===== src/rtl/pwm_pkg.sv =====
// Shared definitions for the PWM generator.
//   DefWidth      : default bit width of phase and duty values
//   pend_state_e  : duty shadow register state (empty / holding a value)
//   clamp_duty()  : limits a requested duty to the period length
package pwm_pkg;

    localparam int unsigned DefWidth = 8;

    typedef enum logic {
        StEmpty = 1'b0,
        StFull  = 1'b1
    } pend_state_e;

    function automatic int unsigned clamp_duty(input int unsigned duty,
                                               input int unsigned period);
        return (duty > period) ? period : duty;
    endfunction

endpackage


===== src/rtl/pwm_gen_if.sv =====
// Duty-write handshake between a duty source and the PWM generator.
//   duty_in    : requested duty, in ticks high per period
//   duty_valid : duty_in is valid
//   duty_ready : generator can accept a duty write
// master = duty source, slave = pwm_gen.
interface pwm_gen_if
    import pwm_pkg::*;
#(
    parameter int unsigned WIDTH = DefWidth
);
    logic [WIDTH-1:0] duty_in;
    logic             duty_valid;
    logic             duty_ready;

    modport master (output duty_in, output duty_valid, input duty_ready);
    modport slave  (input duty_in, input duty_valid, output duty_ready);
endinterface


===== src/rtl/duty_shadow.sv =====
// Duty shadow register: holds one pending duty write and hands it to the
// active duty at a period boundary.
//   clk, rst     : clock, synchronous active-low reset
//   wrap_i       : phase is wrapping to 0 on this edge
//   valid_i      : duty write request
//   duty_i       : requested duty (clamped to PERIOD on capture)
//   ready_o      : shadow register is empty and can take a write
//   duty_next_o  : active duty value that will hold after this edge
module duty_shadow
    import pwm_pkg::*;
#(
    parameter int unsigned WIDTH  = DefWidth,
    parameter int unsigned PERIOD = 256
) (
    input  logic             clk,
    input  logic             rst,
    input  logic             wrap_i,
    input  logic             valid_i,
    input  logic [WIDTH-1:0] duty_i,
    output logic             ready_o,
    output logic [WIDTH-1:0] duty_next_o
);

    pend_state_e      state_q, state_d;
    logic [WIDTH-1:0] pend_q, pend_d;
    logic [WIDTH-1:0] active_q, active_d;

    always_ff @(posedge clk) begin
        if (!rst) begin
            state_q  <= StEmpty;
            pend_q   <= '0;
            active_q <= '0;
        end else begin
            state_q  <= state_d;
            pend_q   <= pend_d;
            active_q <= active_d;
        end
    end

    // A write accepted on the same edge as a wrap stays pending: it is only
    // captured in StEmpty, and promotion only happens from StFull.
    always_comb begin
        state_d  = state_q;
        pend_d   = pend_q;
        active_d = active_q;
        unique case (state_q)
            StEmpty: begin
                if (valid_i) begin
                    // duty_i never exceeds 2**WIDTH-1, so the clamped value fits WIDTH
                    pend_d  = WIDTH'(clamp_duty(32'(duty_i), PERIOD));
                    state_d = StFull;
                end
            end
            StFull: begin
                if (wrap_i) begin
                    active_d = pend_q;
                    state_d  = StEmpty;
                end
            end
        endcase
    end

    always_comb begin
        ready_o = (state_q == StEmpty);
    end

    assign duty_next_o = active_d;

endmodule


===== src/rtl/pwm_gen.sv =====
// PWM generator: phase counter advanced by an external tick strobe, with a
// registered glitch-free PWM output and a shadowed duty register that only
// updates at period boundaries.
//   clk, rst   : clock, synchronous active-low reset
//   en         : run enable; low holds phase and forces pwm low
//   tick       : single-cycle advance strobe
//   duty_bus   : duty write handshake (slave side)
//   pwm        : registered PWM output
//   cyc_start  : one-cycle pulse while phase == 0 after a wrap
//   phase      : current phase counter value
module pwm_gen
    import pwm_pkg::*;
#(
    parameter int unsigned WIDTH  = DefWidth,
    parameter int unsigned PERIOD = 256
) (
    input  logic             clk,
    input  logic             rst,
    input  logic             en,
    input  logic             tick,
    pwm_gen_if.slave         duty_bus,
    output logic             pwm,
    output logic             cyc_start,
    output logic [WIDTH-1:0] phase
);

    // With PERIOD == 2**WIDTH this is all ones and the +1 wraps naturally.
    localparam logic [WIDTH-1:0] PhaseLast = WIDTH'(PERIOD - 1);

    logic [WIDTH-1:0] phase_q, phase_d;
    logic [WIDTH-1:0] duty_next;
    logic             pwm_q, pwm_d;
    logic             cyc_q;
    logic             adv;
    logic             wrap;

    assign adv  = en & tick;
    assign wrap = adv & (phase_q == PhaseLast);

    duty_shadow #(
        .WIDTH  (WIDTH),
        .PERIOD (PERIOD)
    ) u_duty_shadow (
        .clk         (clk),
        .rst         (rst),
        .wrap_i      (wrap),
        .valid_i     (duty_bus.duty_valid),
        .duty_i      (duty_bus.duty_in),
        .ready_o     (duty_bus.duty_ready),
        .duty_next_o (duty_next)
    );

    always_comb begin
        phase_d = phase_q;
        if (adv) begin
            phase_d = (phase_q == PhaseLast) ? '0 : phase_q + WIDTH'(1);
        end
    end

    // Compare on next-state values so pwm lines up with the phase register.
    assign pwm_d = en & (phase_d < duty_next);

    always_ff @(posedge clk) begin
        if (!rst) begin
            phase_q <= '0;
            pwm_q   <= 1'b0;
            cyc_q   <= 1'b0;
        end else begin
            phase_q <= phase_d;
            pwm_q   <= pwm_d;
            cyc_q   <= wrap;
        end
    end

    assign phase     = phase_q;
    assign pwm       = pwm_q;
    assign cyc_start = cyc_q;

endmodule


===== src/flat_wrapper.sv =====
// flat-port wrapper written by rule: the top's interface ports become plain ports
module pwm_gen_flat import pwm_pkg::*;
#(
    parameter int unsigned WIDTH  = DefWidth,
    parameter int unsigned PERIOD = 256
)
  (clk, rst, en, tick, pwm, cyc_start, phase, duty_bus_duty_in, duty_bus_duty_valid, duty_bus_duty_ready);
  pwm_gen_if #(.WIDTH(WIDTH)) duty_bus_i ();
  input  logic clk;
  input  logic rst;
  input  logic en;
  input  logic tick;
  output logic pwm;
  output logic cyc_start;
  output logic [WIDTH-1:0] phase;
  input wire logic [$bits(duty_bus_i.duty_in)-1:0] duty_bus_duty_in;
  input wire logic [$bits(duty_bus_i.duty_valid)-1:0] duty_bus_duty_valid;
  output wire logic [$bits(duty_bus_i.duty_ready)-1:0] duty_bus_duty_ready;
  assign duty_bus_i.duty_in = duty_bus_duty_in;
  assign duty_bus_i.duty_valid = duty_bus_duty_valid;
  assign duty_bus_duty_ready = duty_bus_i.duty_ready;
  pwm_gen #(.WIDTH(WIDTH), .PERIOD(PERIOD)) u_core (.clk(clk), .rst(rst), .en(en), .tick(tick), .duty_bus(duty_bus_i), .pwm(pwm), .cyc_start(cyc_start), .phase(phase));
endmodule

===== config.mk =====
export PLATFORM = sky130hd
export DESIGN_NAME = pwm_gen_flat
export DESIGN_NICKNAME = d
export VERILOG_FILES = /design/src/rtl/pwm_pkg.sv /design/src/rtl/pwm_gen_if.sv /design/src/rtl/duty_shadow.sv /design/src/rtl/pwm_gen.sv /design/src/flat_wrapper.sv
export SDC_FILE = /design/constraint.sdc
export NUM_CORES = 1
export LEC_CHECK = 0
export CORE_MARGIN = 4
export CORE_UTILIZATION = 50
export CTS_CLUSTER_SIZE = 30
export DETAILED_ROUTE_END_ITERATION = 10
export GPL_ROUTABILITY_DRIVEN = 0
export PLACE_DENSITY = 0.87
export SLEW_MARGIN = 20
export SYNTH_ARGS = -nofsm -noshare
export SYNTH_HDL_FRONTEND = slang
export SYNTH_SLANG_ARGS = --single-unit
export TNS_END_PERCENT = 50

===== constraint.sdc =====
create_clock -name clk -period 3.1 [get_ports clk]
set_input_delay 0.62 -clock clk [delete_from_list [all_inputs] [get_ports clk]]
set_output_delay 0.62 -clock clk [all_outputs]
set_load 0.02 [all_outputs]

# Yosys cells after proc, flatten, opt, wreduce, memory -nomap -nowiden
# Index checks and enable logic that the tools add are counted.
# word_totals
reg_bits	27
input_bits	13
output_inout_bits	11
elab_cells	21
# op_classes
addsub	1
n_lt_le_gt_ge	1
n_eq_ne	1
n_mux	7
bitwise	4
reduce_logical	1
# op_table
operator	n
8-bit 2-to-1 mux	4
8-bit by 1-bit adder with 8-bit output, second input constant	1
8-bit equality test, second input constant	1
8-bit < comparator	1
1-bit bitwise AND	3
1-bit 2-to-1 mux	2
1-bit one-hot mux with 2 select lines	1
2-bit AND reduction	1
1-bit inverter	1

# Depth between registers and ports, before layout
# depth
word_depth	6
ltp_mapped	10
ltp_nobuf	10

# Hierarchy
# From an unflattened synthesis, not the netlist that was laid out.
# unflattened
hier_cells	151
hier_area_um2	1402.6
# by_module_without_submodules
module	n_inst	cells_each	area_per_inst_um2	seq_area_each_um2
duty_shadow	1	76	752.0	340.3
pwm_gen	1	75	650.6	200.2

# Least setup slack after synthesis
# No wires, ideal clock.
# synth_timing
path_type	flip-flop to flip-flop
startpoint	register u_core.phase_q[0], in the netlist u_core.phase[0]
endpoint	register u_core.pwm_q, in the netlist u_core.pwm
setup_ns	0.075
arrival_ns	2.328
required_time_ns	3.025
setup_slack_ns	0.697
path_stages_with_launch	11
path_buffers	1
synth_period_minus_slack_ns	2.403
path_cell_list	dfxtp_1 > ha_1 > nand3_2 > nor4_2 > buf_6 > mux2i_1 > ha_1 > a21oi_1 > o211a_1 > o311ai_1 > a22oi_2
# synth_via
elab_chain_len	6
word_cells_on_any_way	9
classes_between	add/sub: 1; order compare: 1; eq/ne: 1; mux: 4; bitwise: 2
# synth_lines
element	line	rtl
from (decl)	pwm_gen.sv:30	logic [WIDTH-1:0] phase_q, phase_d;
from (signal assigned)	pwm_gen.sv:69	phase_q <= phase_d;
parallel branches: the longest is 4 deep, another holds 8-bit by 1-bit adder with 8-bit output	n/a	
8-bit < comparator *	pwm_gen.sv:61	assign pwm_d = en & (phase_d < duty_next);
1-bit bitwise AND *	pwm_gen.sv:61	
to (signal assigned)	pwm_gen.sv:70	pwm_q <= pwm_d;
to (decl)	pwm_gen.sv:32	logic pwm_q, pwm_d;
# Every way passes the cells marked *.
# A chain may end at the register's enable or synchronous reset.

# Final worst setup path
# layout_timing
startpoint	input en
endpoint	register u_core.pwm_q, in the netlist u_core.pwm
# layout_via
elab_chain_len	6
word_cells_on_any_way	7
classes_between	order compare: 1; mux: 3; bitwise: 3
# layout_lines
element	line	rtl
from (decl)	flat_wrapper.sv:11	input logic en;
1-bit bitwise AND	pwm_gen.sv:37	assign adv = en & tick;
1-bit bitwise AND	pwm_gen.sv:38	assign wrap = adv & (phase_q == PhaseLast);
8-bit 2-to-1 mux	duty_shadow.sv:55	if (wrap_i) begin
8-bit 2-to-1 mux	duty_shadow.sv:46	unique case (state_q)
8-bit < comparator	pwm_gen.sv:61	
1-bit bitwise AND *	pwm_gen.sv:61	
# Every way passes the cells marked *; elsewhere a longest branch is shown, timed or not.

==> reports/results.tsv <==
stage	metric	value	unit
global_routing	grt.total_usage	15.61	%
drt	viasPerCell	5.102	
sta	fin_worst_skew	0.003448	ns
synth	synth_edf_count	0	
clock_tree	hold_buffers	0	
global_routing	overflow	0	
synth	synth_cells	129	
final_layout	multi_input_area	705.7	um2
sta	fmax	0.3722	GHz
place	portBuffers	23	
sta	rsz0062_at_grt	no	
floorplan	die_h	58.72	um
setup_path	cp.arrival	2.95	ns
drt	routed_wl	2429	um
sta	final.setup.tns	0	ns
setup_path	path_cells	clkdlybuf4s50_1 > nand3_2 > nor4_2 > buf_4 > mux2i_1 > ha_1 > a21oi_1 > o211a_1 > o311ai_1 > a22oi_2	
synth	async_reset_ff_share	0	%
pwr	power_switching	0.1358	mW
place	dp_hpwl	1950	um
pwr	p_sw_share	23.46	%
clock_tree	root_buffer	clkbuf_4	
floorplan	ioPinCount	24	
sta	tightest_slew	0.3067	ns
setup_path	cp-start-kind	input pin	
clock_tree	clock_path_buffers	2	
clock_tree	cts_tree	built	
drt	drt_iter0_markers	18	
floorplan	coreArea	0.002455	mm2
synth	synthFlopType	dfxtp_1	
clock_tree	cts_resized	0	
final_layout	fill_cells	204	
setup_path	crit_path_end_kind	flip-flop	
synth	synth_seq_area_share	42.02	%
clock_tree	htreeDepth	1	
global_routing	antenna_found_initial	0	
setup_path	critical_path_required	3.36	ns
flow_run	maxCapViolations	0	
floorplan	start_util	52.40	%
pwr	p_per_area	363.4	mW/mm2
setup_path	crit_slowest_cell	clkdlybuf4s50_1	
synth	ys_ff_latch	27	
clock_tree	numCtsBuffers	3	
synth	syn_area	0.001286	mm2
setup_path	path_buf_inv	2	
setup_path	path_class	input pin to flip-flop	
drt	detail_route.first_pass.iterations	4	
final_layout	drive_gt1_share	8.974	%
floorplan	die-area	0.003448	mm2
synth	synth_fp_nets	150	
global_routing	grt_max_degree	26	
setup_path	crit_family	buffers and inverters	
pwr	seq_power_share	62.6	%
synth	synth_cell_types	33	
final_layout	antenna_cells	0	
floorplan	row_count	18	
pwr	internal_power	0.4430	mW
drt	via_count	949	
drt	drc	0	
sta	hold_violations	0	
pwr	clock_power_share	26.5	%
sta	max-slew-margin-rel	79.23	%
sta	slew_violations	0	
hold_path	hp-class	flip-flop to flip-flop	
setup_path	critical_path.max_fanout	9	
global_routing	grt_pass1_wl	4243	um
setup_path	max_stage_delay	0.50	ns
sta	setup_viol	0	
clock_tree	cts_sinks	27	
floorplan	die_x	58.72	um
final_layout	regArea	540.5	um2
clock_tree	clock_latency	0.32	ns
sta	finalCritPeriodShare	86.67	%
final_layout	syn2layout_area_growth	23.83	%
place	placed_area	0.001563	mm2
clock_tree	clk_pin_slew	0.15	ns
synth	syn_avg_cell_area	9.971	um2
final_layout	nNetsFinal	178	
drt	ant_nets	0	
final_layout	design_area	0.001593	mm2
sta	finalCriticalPeriod	2.687	ns
drt	wl_per_cell	13.06	um
pwr	total_leakage_power	0.6287	nW
global_routing	grt_pass1_vias	1052	
synth	synth_warnings	0	
run_status	outcome	completed	
pwr	combPwrFrac	10.9	%
pwr	ir_worst_vdd	0.3327	mV
clock_tree	post-cts-setup-buffers	0	
path summary, 6_finish.rpt:
check / startpoint / endpoint / slack [ns] / depth (start not counted)
max: en / u_core.pwm / 0.41 / 10
min: u_core.u_duty_shadow.pend_q[3] / u_core.u_duty_shadow.pend_q[3] / 0.53 / 2
max reg2reg: u_core.phase[0] / u_core.pwm / 0.63 / 10
min reg2reg: u_core.u_duty_shadow.pend_q[3] / u_core.u_duty_shadow.pend_q[3] / 0.53 / 2
kinds of logic after synthesis:
| family | after synthesis | synth area share, % |
|---|---|---|
| AO/OA/AOI/OAI | 11 | 6.421 |
| flip-flops | 27 | 42.02 |
| XOR/XNOR | 6 | 4.086 |
| buffers and inverters | 8 | 3.113 |
| multiplexers | 17 | 13.33 |
| adder cells (fa/ha/maj) | 8 | 7.782 |
| AND/OR/NAND/NOR | 52 | 23.25 |
state kept, by name, summed over array words and instances, names as in the netlist:
signal                         cells
u_core.phase                       8
u_core.pwm                         1
u_core.cyc_start                   1
u_core.u_duty_shadow.state_q       1
u_core.u_duty_shadow.active_q      8
u_core.u_duty_shadow.pend_q        8
synthesized netlist by cell type (3+ instances only):
cell type	count	area, um2
dfxtp_1	27	540.5
inv_1	3	11.26
nor2_1	8	30.03
xor2_1	3	26.28
ha_1	8	100.1
and2_1	8	50.05
xnor2_1	3	26.28
nor2b_1	17	106.4
nand2_1	6	22.52
mux2i_1	16	160.2
layer usage:
| metal | share of wire, % | global-route usage, % | vias to the layer above |
|---|---|---|---|
| li1 | - | - | 495 |
| met1 | 44 | 19.05 | 437 |
| met2 | 52 | 27.29 | 15 |
| met3 | 3.3 | 2.851 | 2 |
| met4 | 0.58 | 5.502 | 0 |
| met5 | 0 | 0 | - |
cells in the final DEF, fill, tap and decap left out:
cell type,Yosys,final
xor2_1,3,3
mux2_2,1,1
nand2_2,1,1
nor3b_1,1,1
nor2b_1,17,17
a21oi_1,2,2
ha_1,8,8
o311ai_1,1,1
o211ai_1,1,1
clkdlybuf4s50_1,0,23
inv_1,3,3
nand3_2,1,1
a22oi_2,1,1
dfxtp_1,27,27
a21boi_0,1,1
nand4_1,2,2
and2_1,8,8
nand2b_1,1,1
and3_1,1,1
a211oi_1,1,1
buf_4,0,5
and3b_1,1,1
clkbuf_4,0,3
nor4_2,1,1
clkinvlp_4,0,1
o21ai_0,2,2
nand2_1,6,6
o211a_1,1,1
xnor2_1,3,3
nor3_1,2,2
mux2i_1,16,16
a211o_1,1,1
nor2_1,8,8
nand3_1,2,2
worst min-delay path, stage by stage, from the launching register on:
cell,delay [ns]
dfxtp_1,0.34
mux2i_1,0.12
nor2b_1,0.05
cell type report:
type	count	share of cell area [%]
Multi-Input combinational cell	94	44.30
Sequential cell	27	33.94
Timing Repair Buffer	28	16.81
Tap cell	30	2.357
Clock buffer	3	1.414
Inverter	3	0.7070
Clock inverter	1	0.4713
stage by stage:
step                      instances  total power, mW  util (%)  setup slack [ns]  hold WS (ns)
after floorplan                 129           0.4039         -            0.6971        0.4824
after global placement          182           0.4317     63.66            0.1705        0.5034
after detailed placement        182           0.4336     63.66           0.04363        0.5164
after CTS                       186           0.5812     64.88            0.3980        0.5368
after global routing            186           0.5991     64.88            0.2443        0.5641
final                           186           0.5788     64.88            0.4131        0.5349
power groups by stage:
stage	clock (mW)	sequential, mW	combinational (mW)
global route	0.166	0.364	0.0689
detailed placement	0	0.370	0.0638
CTS	0.155	0.362	0.0640
global placement	0	0.370	0.0621
finish	0.153	0.362	0.0632
floorplan	0	0.371	0.0333
No activity file was read; power rests on OpenSTA's default activity.
